<file path="src/rtl/matrix_entry_loader.sv">
// Assembles staged keycodes into a DIM x DIM operand matrix, commits it to
// register A or B, and presents it to the matrix ALU with a valid/ready handshake.
module matrix_entry_loader #(
   parameter int WIDTH = 9,
   parameter int DIM   = 2
) (
   input  logic                                           clk,
   input  logic                                           reset,
   input  logic [WIDTH-1:0]                               keycode,
   input  logic                                           store_dig,
   input  logic                                           enter,
   input  logic                                           write_en,
   input  logic                                           mat_sel,
   input  logic                                           abort,
   input  logic                                           out_ready,
   output logic [((DIM*DIM > 1) ? $clog2(DIM*DIM) : 1)-1:0] elem_idx,
   output logic                                           busy,
   output logic                                           mat_valid,
   output logic                                           which_mat,
   output logic [DIM*DIM*WIDTH-1:0]                       mat_a,
   output logic [DIM*DIM*WIDTH-1:0]                       mat_b,
   output logic                                           err_nostage
);

   localparam int N    = DIM * DIM;
   localparam int IDXW = (N > 1) ? $clog2(N) : 1;
   localparam logic [IDXW-1:0] LAST_IDX = IDXW'(N - 1);

   typedef enum logic [1:0] {
      IDLE,
      FILL,
      PRESENT
   } state_t;

   state_t           state;
   state_t           state_next;

   logic [WIDTH-1:0] staging;
   logic             staged;
   logic             target;
   logic [WIDTH-1:0] work [N];
   logic [N*WIDTH-1:0] commit_vec;

   logic accept;
   logic wr;
   logic err;
   logic stage;
   logic last;
   logic commit;
   logic tgt;

   // Abort outranks both the element write and the staging capture.
   assign accept = (state != PRESENT);
   assign wr     = accept & enter & write_en & staged & ~abort;
   assign err    = accept & enter & write_en & ~staged & ~abort;
   assign stage  = accept & store_dig & ~abort;
   assign last   = (elem_idx == LAST_IDX);
   assign commit = wr & last;
   assign tgt    = (state == IDLE) ? mat_sel : target;
   assign busy   = (state != IDLE);

   // NOTE: sequential state uses non-blocking assignments so every register
   // samples the pre-edge values, e.g. the write sees the old staging value.
   always_ff @(posedge clk) begin
      if (reset) begin
         state <= IDLE;
      end else begin
         state <= state_next;
      end
   end

   // NOTE: every always_comb output gets a default first so no latch is inferred.
   always_comb begin
      state_next = state;
      case (state)
         IDLE: begin
            if (wr) begin
               state_next = last ? PRESENT : FILL;
            end
         end
         FILL: begin
            if (abort) begin
               state_next = IDLE;
            end else if (commit) begin
               state_next = PRESENT;
            end
         end
         PRESENT: begin
            if (abort || out_ready) begin
               state_next = IDLE;
            end
         end
         default: state_next = IDLE;
      endcase
   end

   // The element being written on the commit edge comes from staging, not work.
   always_comb begin
      commit_vec = '0;
      for (int k = 0; k < N; k++) begin
         commit_vec[k*WIDTH +: WIDTH] = (IDXW'(k) == elem_idx) ? staging : work[k];
      end
   end

   always_ff @(posedge clk) begin
      if (reset) begin
         elem_idx    <= '0;
         staging     <= '0;
         staged      <= 1'b0;
         target      <= 1'b0;
         mat_a       <= '0;
         mat_b       <= '0;
         mat_valid   <= 1'b0;
         which_mat   <= 1'b0;
         err_nostage <= 1'b0;
         // NOTE: the work array is small and must read as zero after reset and
         // abort, so it is built from resettable flops rather than a RAM.
         for (int k = 0; k < N; k++) begin
            work[k] <= '0;
         end
      end else begin
         err_nostage <= err;

         if (stage) begin
            staging <= keycode;
            staged  <= 1'b1;
         end else if (wr || (abort && accept)) begin
            staged <= 1'b0;
         end

         if (wr) begin
            work[elem_idx] <= staging;
            elem_idx       <= commit ? '0 : elem_idx + IDXW'(1);
            if (state == IDLE) begin
               target <= mat_sel;
            end
         end

         if (commit) begin
            if (tgt) begin
               mat_b <= commit_vec;
            end else begin
               mat_a <= commit_vec;
            end
            which_mat <= tgt;
            mat_valid <= 1'b1;
         end

         if (abort && state == FILL) begin
            elem_idx <= '0;
            for (int k = 0; k < N; k++) begin
               work[k] <= '0;
            end
         end

         if (state == PRESENT && (abort || out_ready)) begin
            mat_valid <= 1'b0;
         end
      end
   end

endmodule

</file>
<file path="config.mk">
export PLATFORM = sky130hd
export DESIGN_NAME = matrix_entry_loader
export DESIGN_NICKNAME = d
export VERILOG_FILES = /design/src/rtl/matrix_entry_loader.sv
export SDC_FILE = /design/constraint.sdc
export NUM_CORES = 1
export LEC_CHECK = 0
export BUFFER_PORTS_ARGS = -buffer_cell sky130_fd_sc_hd__buf_4
export CORE_ASPECT_RATIO = 1.1
export CORE_MARGIN = 1.5
export CORE_UTILIZATION = 51
export DETAILED_ROUTE_END_ITERATION = 16
export GPL_TIMING_DRIVEN = 0
export PLACE_DENSITY = 0.8
export RECOVER_POWER = 100
export SETUP_SLACK_MARGIN = 0.4
export SLEW_MARGIN = 20
export SYNTH_ARGS = -nofsm -noshare
export SYNTH_HDL_FRONTEND = slang
export SYNTH_SLANG_ARGS = --single-unit
</file>
<file path="constraint.sdc">
create_clock -name clk -period 3.86 [get_ports clk]
set_input_delay 0.579 -clock clk [delete_from_list [all_inputs] [get_ports clk]]
set_output_delay 0.579 -clock clk [all_outputs]
set_load 0.01 [all_outputs]
</file>
==> impl_metrics.json, run 1 <==
{
  "violations": "max-capacitance violations, max-slew violations",
  "outcome": "finished, violations left",
  "antenna_cells": 0,
  "tns_ns": 0,
  "grt_antenna_before_repair": 0,
  "layout_setup_ws_ns": 0.839,
  "clk_latency_ns": 0.42,
  "slowest_delay_ns": 1.28,
  "maxSlewViolCount": 4,
  "final_cells": 836,
  "dp.cells": 805,
  "cp_max_fo": 10,
  "cp_data_required_time_ns": 4.15,
  "nets": 702,
  "cts_resized": 0,
  "ys_seq_elements": 126,
  "slowest_stage": "a2111oi_0",
  "ys_warn_count": 0,
  "syn_to_final_growth_pct": 20.5,
  "fmax_mhz": 331,
  "r2r_slack_ns": 0.84,
  "drive_gt1_share_pct": 8.08,
  "cts_buffers": 17,
  "finalHoldViolations": 0,
  "setup_viol": 0,
  "syn_area_um2": 5430,
  "syn-instance-count": 568,
  "critPathLaunch": "elem_idx[0]",
  "cts_tree": "built",
  "fin_crit_sh_pct": 78.3,
  "path_clk_slew_ns": 0.05,
  "initial_utilization_pct": 52.3,
  "cts_htree_levels": 4,
  "met1_length_um": 5790,
  "firstDrtPassIters": 5,
  "die_h_um": 111,
  "synth_cell_types": 30,
  "path_cells": "ha_1 -> nand4_1 -> a2111oi_0 -> buf_4 -> buf_2 -> o21ai_0",
  "fin_crit_ns": 3.02,
  "worstMarginPinSlew_ns": 1.60,
  "synthTopCellsByArea": "dfxtp_1 (33%), edfxtp_1 (20%), mux2i_1 (8.7%)",
  "holdPathStages": 3,
  "drt_first_iter_violations": 286,
  "r2r-end": "mat_b[22]",
  "gp_congestion": 0.855,
  "synthArstFlopShare_pct": 0,
  "pin_count": 95,
  "post_drt_wl_per_cell_um": 16.0,
  "fp.coreArea_um2": 10400,
  "grt_max_degree": 17,
  "ant_nets": 0,
  "hold_path_class": "in2reg",
  "dp_hpwl_um": 9010,
  "num_vias": 4429,
  "wirelength_um": 13400,
  "met3WireLength_um": 785,
  "power_density_nw_per_um2": 463,
  "vias_per_cell": 5.30,
  "crit_path_start_kind": "flip-flop",
  "worstSetupPathType": "reg2reg",
  "dr.max_layer_used": "met4",
  "final.setup_skew_ns": 0.00924,
  "power.leakage_nw": 2.45,
  "ys_seq_area_share_pct": 53.1,
  "synth_edf_count": 36,
  "synth_area_leader_cell": "dfxtp_1",
  "ys_top_cells_by_count": "dfxtp_1 (90), nand2b_1 (60), o21ai_1 (59)",
  "cts_root_buffer": "clkbuf_16",
  "holdPathEnd": "staging[2]",
  "die-width_um": 101,
  "portBuffers": 94,
  "rsz0062_at_grt": "no",
  "post-place-ws_ns": 1.47,
  "rows": 39,
  "yosysTopAreaCellShare_pct": 33.2,
  "max_cap_viol_count": 1,
  "grt_first_pass_wirelength_um": 21000,
  "ctsHoldBuffers": 0,
  "critPathCaptureType": "flip-flop",
  "timing.rr.start": "elem_idx[0]",
  "relSlewSlack_pct": -9.75,
  "grt_pass1_vias": 4320,
  "wl_met2_um": 6450,
  "track_usage_pct": 24.4,
  "design_power_total_mw": 3.03,
  "gr-total-overflow": 0,
  "ys.flop_type": "dfxtp_1",
  "die_area_um2": 11300,
  "clkSinkCount": 126,
  "arrival_ns": 3.31,
  "hp-start": "keycode[2]",
  "yosysMostFrequentCell": "dfxtp_1",
  "syn_nets": 589,
  "drc": 0,
  "syn_area_per_cell_um2": 9.56,
  "ff2ff_path_depth": 6,
  "peakVddDrop_mv": 0.313,
  "cts_buffer_depth": 2,
  "cts_setup_buffers": 0
}
==> flip-flops by register name, summed over array words and instances (netlist names) <==
name and flops:
staging 9, staged 1, mat_b 36, work 36, target 1, mat_a 36, err_nostage 1, mat_valid 1
elem_idx 2, which_mat 1, state 2
==> cell families after synthesis <==
logic type,after synthesis,share of synthesized area (%)
and+or+nand+nor,234,22.4
DFF,126,53.1
AOI/OAI and AO/OA,95,9.51
buffers and inverters,62,5.44
muxes,47,8.66
adders and majority gates,4,0.921
==> power breakdown <==
part | internal (mW) | total [mW] | switching [mW] | leakage, nW
registers | 1.38 | 1.39 | 0.0109 | 1.10
clock network | 0.976 | 1.52 | 0.545 | 0.290
logic | 0.0443 | 0.121 | 0.0766 | 1.06
==> critical path: cells and delay by family (launching register included) <==
family          cells  cell delay, ns
compound gates      2            1.40
fa+ha+maj           1            0.23
buf+inv             2            0.61
flops               1            0.46
simple gates        1            0.19
==> final cells by class <==
cell class | count | area (µm²)
multi-input cells | 380 | 2220
clock inverters | 4 | 21.3
clock buffers | 27 | 556
plain buffers | 55 | 249
repair buffers | 94 | 409
flip-flops and latches | 126 | 2880
inverters | 7 | 26.3
fillers | 911 | 3850
well taps | 143 | 179
==> worst max-delay path by stage <==
stage                       endpoint  slack, ns
after global routing       mat_b[21]       0.76
after floorplan           work[0][0]       1.89
final                      mat_b[22]       0.84
after detailed placement  work[1][3]       1.47
after global placement    work[0][2]       1.51
after CTS                  mat_a[22]       1.64
==> through the flow <==
step / util (%) / hold slack (ns) / cell area (µm²)
2_1_floorplan: - / 0.469 / 5430
3_3_place_gp: 60.8 / 0.456 / 6320
3_5_place_dp: 60.8 / 0.457 / 6320
4_1_cts: 66.3 / 0.390 / 6890
5_1_grt: 63.0 / 0.411 / 6540
6_report: 63.0 / 0.400 / 6540
==> cells in the final DEF, fill, tap and decap left out, types with 3 or more instances in the layout <==
master / n
nand2b_1: 60
ha_1: 4
buf_6: 3
clkbuf_16: 19
mux2i_1: 47
clkinv_2: 3
nor2_1: 46
and3_1: 36
clkbuf_8: 5
nor2b_1: 3
o21ai_1: 9
a211oi_1: 7
dfxtp_1: 90
nand3_1: 32
clkbuf_1: 125
inv_1: 7
edfxtp_1: 36
buf_4: 19
buf_2: 4
nor3_1: 5
a21oi_1: 17
nand2_1: 44
o21ai_0: 60
==> routing by layer <==
metal,track usage [%],vias up
li1,-,2165
met1,31.0,2061
met2,39.4,175
met3,5.04,28
met4,11.5,0
met5,0,-
Note: power is estimated with default switching activity, not from simulation.
==> inputs of run 2 (changes only) <==
- clock period: 3.86 -> 2.92 ns (I/O delays scaled with it)
==> run 2 against run 1 <==
  * Critical path type unchanged
  * Cell count is the same
  * Non-clock buffer count is the same
  * The run now ends clean
  * Via count grew 0.38%
  * Global-route usage is the same
  * Die area is the same
==> impl_metrics.json, run 2 (synthesis results as in run 1) <==
{
  "cts_buffer_depth": 2,
  "max_cap_viol_count": 0,
  "fp.coreArea_um2": 10400,
  "die_h_um": 111,
  "cts_buffers": 17,
  "gp_congestion": 0.855,
  "worstSetupPathType": "reg2reg",
  "maxSlewViolCount": 0,
  "tns_ns": 0,
  "cts_setup_buffers": 0,
  "post_drt_wl_per_cell_um": 16.1,
  "cts_htree_levels": 4,
  "grt_first_pass_wirelength_um": 21000,
  "ctsHoldBuffers": 0,
  "cp_data_required_time_ns": 3.21,
  "firstDrtPassIters": 5,
  "outcome": "finished, final reports clean",
  "num_vias": 4446,
  "initial_utilization_pct": 52.3,
  "design_power_total_mw": 4.01,
  "timing.rr.start": "elem_idx[0]",
  "cts_tree": "built",
  "crit_path_start_kind": "flip-flop",
  "arrival_ns": 2.82,
  "fillers": 908,
  "gr-total-overflow": 0,
  "met3WireLength_um": 735,
  "power.leakage_nw": 2.46,
  "nets": 702,
  "hp-start": "keycode[2]",
  "antenna_cells": 0,
  "clkSinkCount": 126,
  "wl_met2_um": 6490,
  "track_usage_pct": 24.4,
  "met1_length_um": 5830,
  "rsz0062_at_grt": "no",
  "path_clk_slew_ns": 0.05,
  "cp_max_fo": 10,
  "die-width_um": 101,
  "power_density_nw_per_um2": 611,
  "fmax_mhz": 396,
  "cts_resized": 0,
  "clk_latency_ns": 0.42,
  "final.setup_skew_ns": 0.0122,
  "largestRegisters": "mat_a (36), mat_b (36), work (36)",
  "vias_per_cell": 5.32,
  "pin_count": 95,
  "worstMarginPinSlew_ns": 0.724,
  "wirelength_um": 13400,
  "relSlewSlack_pct": 51.7,
  "portBuffers": 94,
  "syn_to_final_growth_pct": 20.9,
  "dr.max_layer_used": "met4",
  "hold_path_class": "in2reg",
  "peakVddDrop_mv": 0.412,
  "layout_commonest_cell": "clkbuf_1",
  "drc": 0,
  "finalHoldViolations": 0,
  "critPathLaunch": "elem_idx[0]",
  "fin_crit_sh_pct": 86.6,
  "dp_hpwl_um": 9010,
  "rows": 39,
  "drt_first_iter_violations": 294,
  "final_cell_mix": "clkbuf_1 (124), dfxtp_1 (90), o21ai_0 (61), nand2b_1 (60), mux2i_1 (47)",
  "fin_crit_ns": 2.53,
  "grt_max_degree": 17,
  "grt_antenna_before_repair": 0,
  "setup_viol": 0,
  "drive_gt1_share_pct": 8.37,
  "die_area_um2": 11300,
  "grt_pass1_vias": 4320,
  "ant_nets": 0,
  "cts_root_buffer": "clkbuf_16",
  "critPathCaptureType": "flip-flop"
}
==> run 2: final cells by class <==
cell class	count	area (µm²)	area share [%]
well taps	143	179	2.72
flip-flops and latches	126	2880	43.9
plain buffers	55	256	3.90
clock inverters	4	21.3	0.324
multi-input cells	380	2240	34.1
inverters	7	26.3	0.400
clock buffers	27	556	8.46
repair buffers	94	409	6.23
==> run 2: worst max-delay path: stages (launching register included) <==
cell and delay [ns]:
dfxtp_1 0.46, ha_1 0.22, nand4_1 0.24, nor3_1 0.38
and2_0 0.20, clkbuf_1 0.56, buf_6 0.22, o21ai_0 0.12
==> run 2: report_power, final <==
group	total, mW	switching, mW	internal, mW
registers	1.84	0.0147	1.82
clock network	2.01	0.724	1.29
logic	0.161	0.102	0.0589
==> run 2: worst paths after layout <==
path | end | slack, ns | depth (start not counted)
setup / recovery | mat_a[4] | 0.39 | 7
hold / removal | staging[2] | 0.26 | 3
setup reg to reg | mat_a[4] | 0.39 | 7
hold reg to reg | mat_b[23] | 0.47 | 2
==> run 2: metal layers <==
| layer | vias up | GRT usage, % |
|---|---|---|
| li1 | 2162 | - |
| met1 | 2075 | 31.0 |
| met2 | 180 | 39.4 |
| met3 | 29 | 5.04 |
| met4 | 0 | 11.5 |
| met5 | - | 0 |
==> run 2: through the flow <==
| step | setup WS, ns | utilization [%] | hold slack (ns) | instance area (µm²) | instances |
|---|---|---|---|---|---|
| final | 0.392 | 63.2 | 0.260 | 6570 | 836 |
| after detailed placement | 0.672 | 60.8 | 0.457 | 6320 | 805 |
| after floorplan | 1.02 | - | 0.469 | 5430 | 568 |
| after CTS | 0.698 | 66.3 | 0.249 | 6890 | 836 |
| after global placement | 0.713 | 60.8 | 0.456 | 6320 | 805 |
| after global routing | 0.281 | 63.2 | 0.270 | 6570 | 836 |
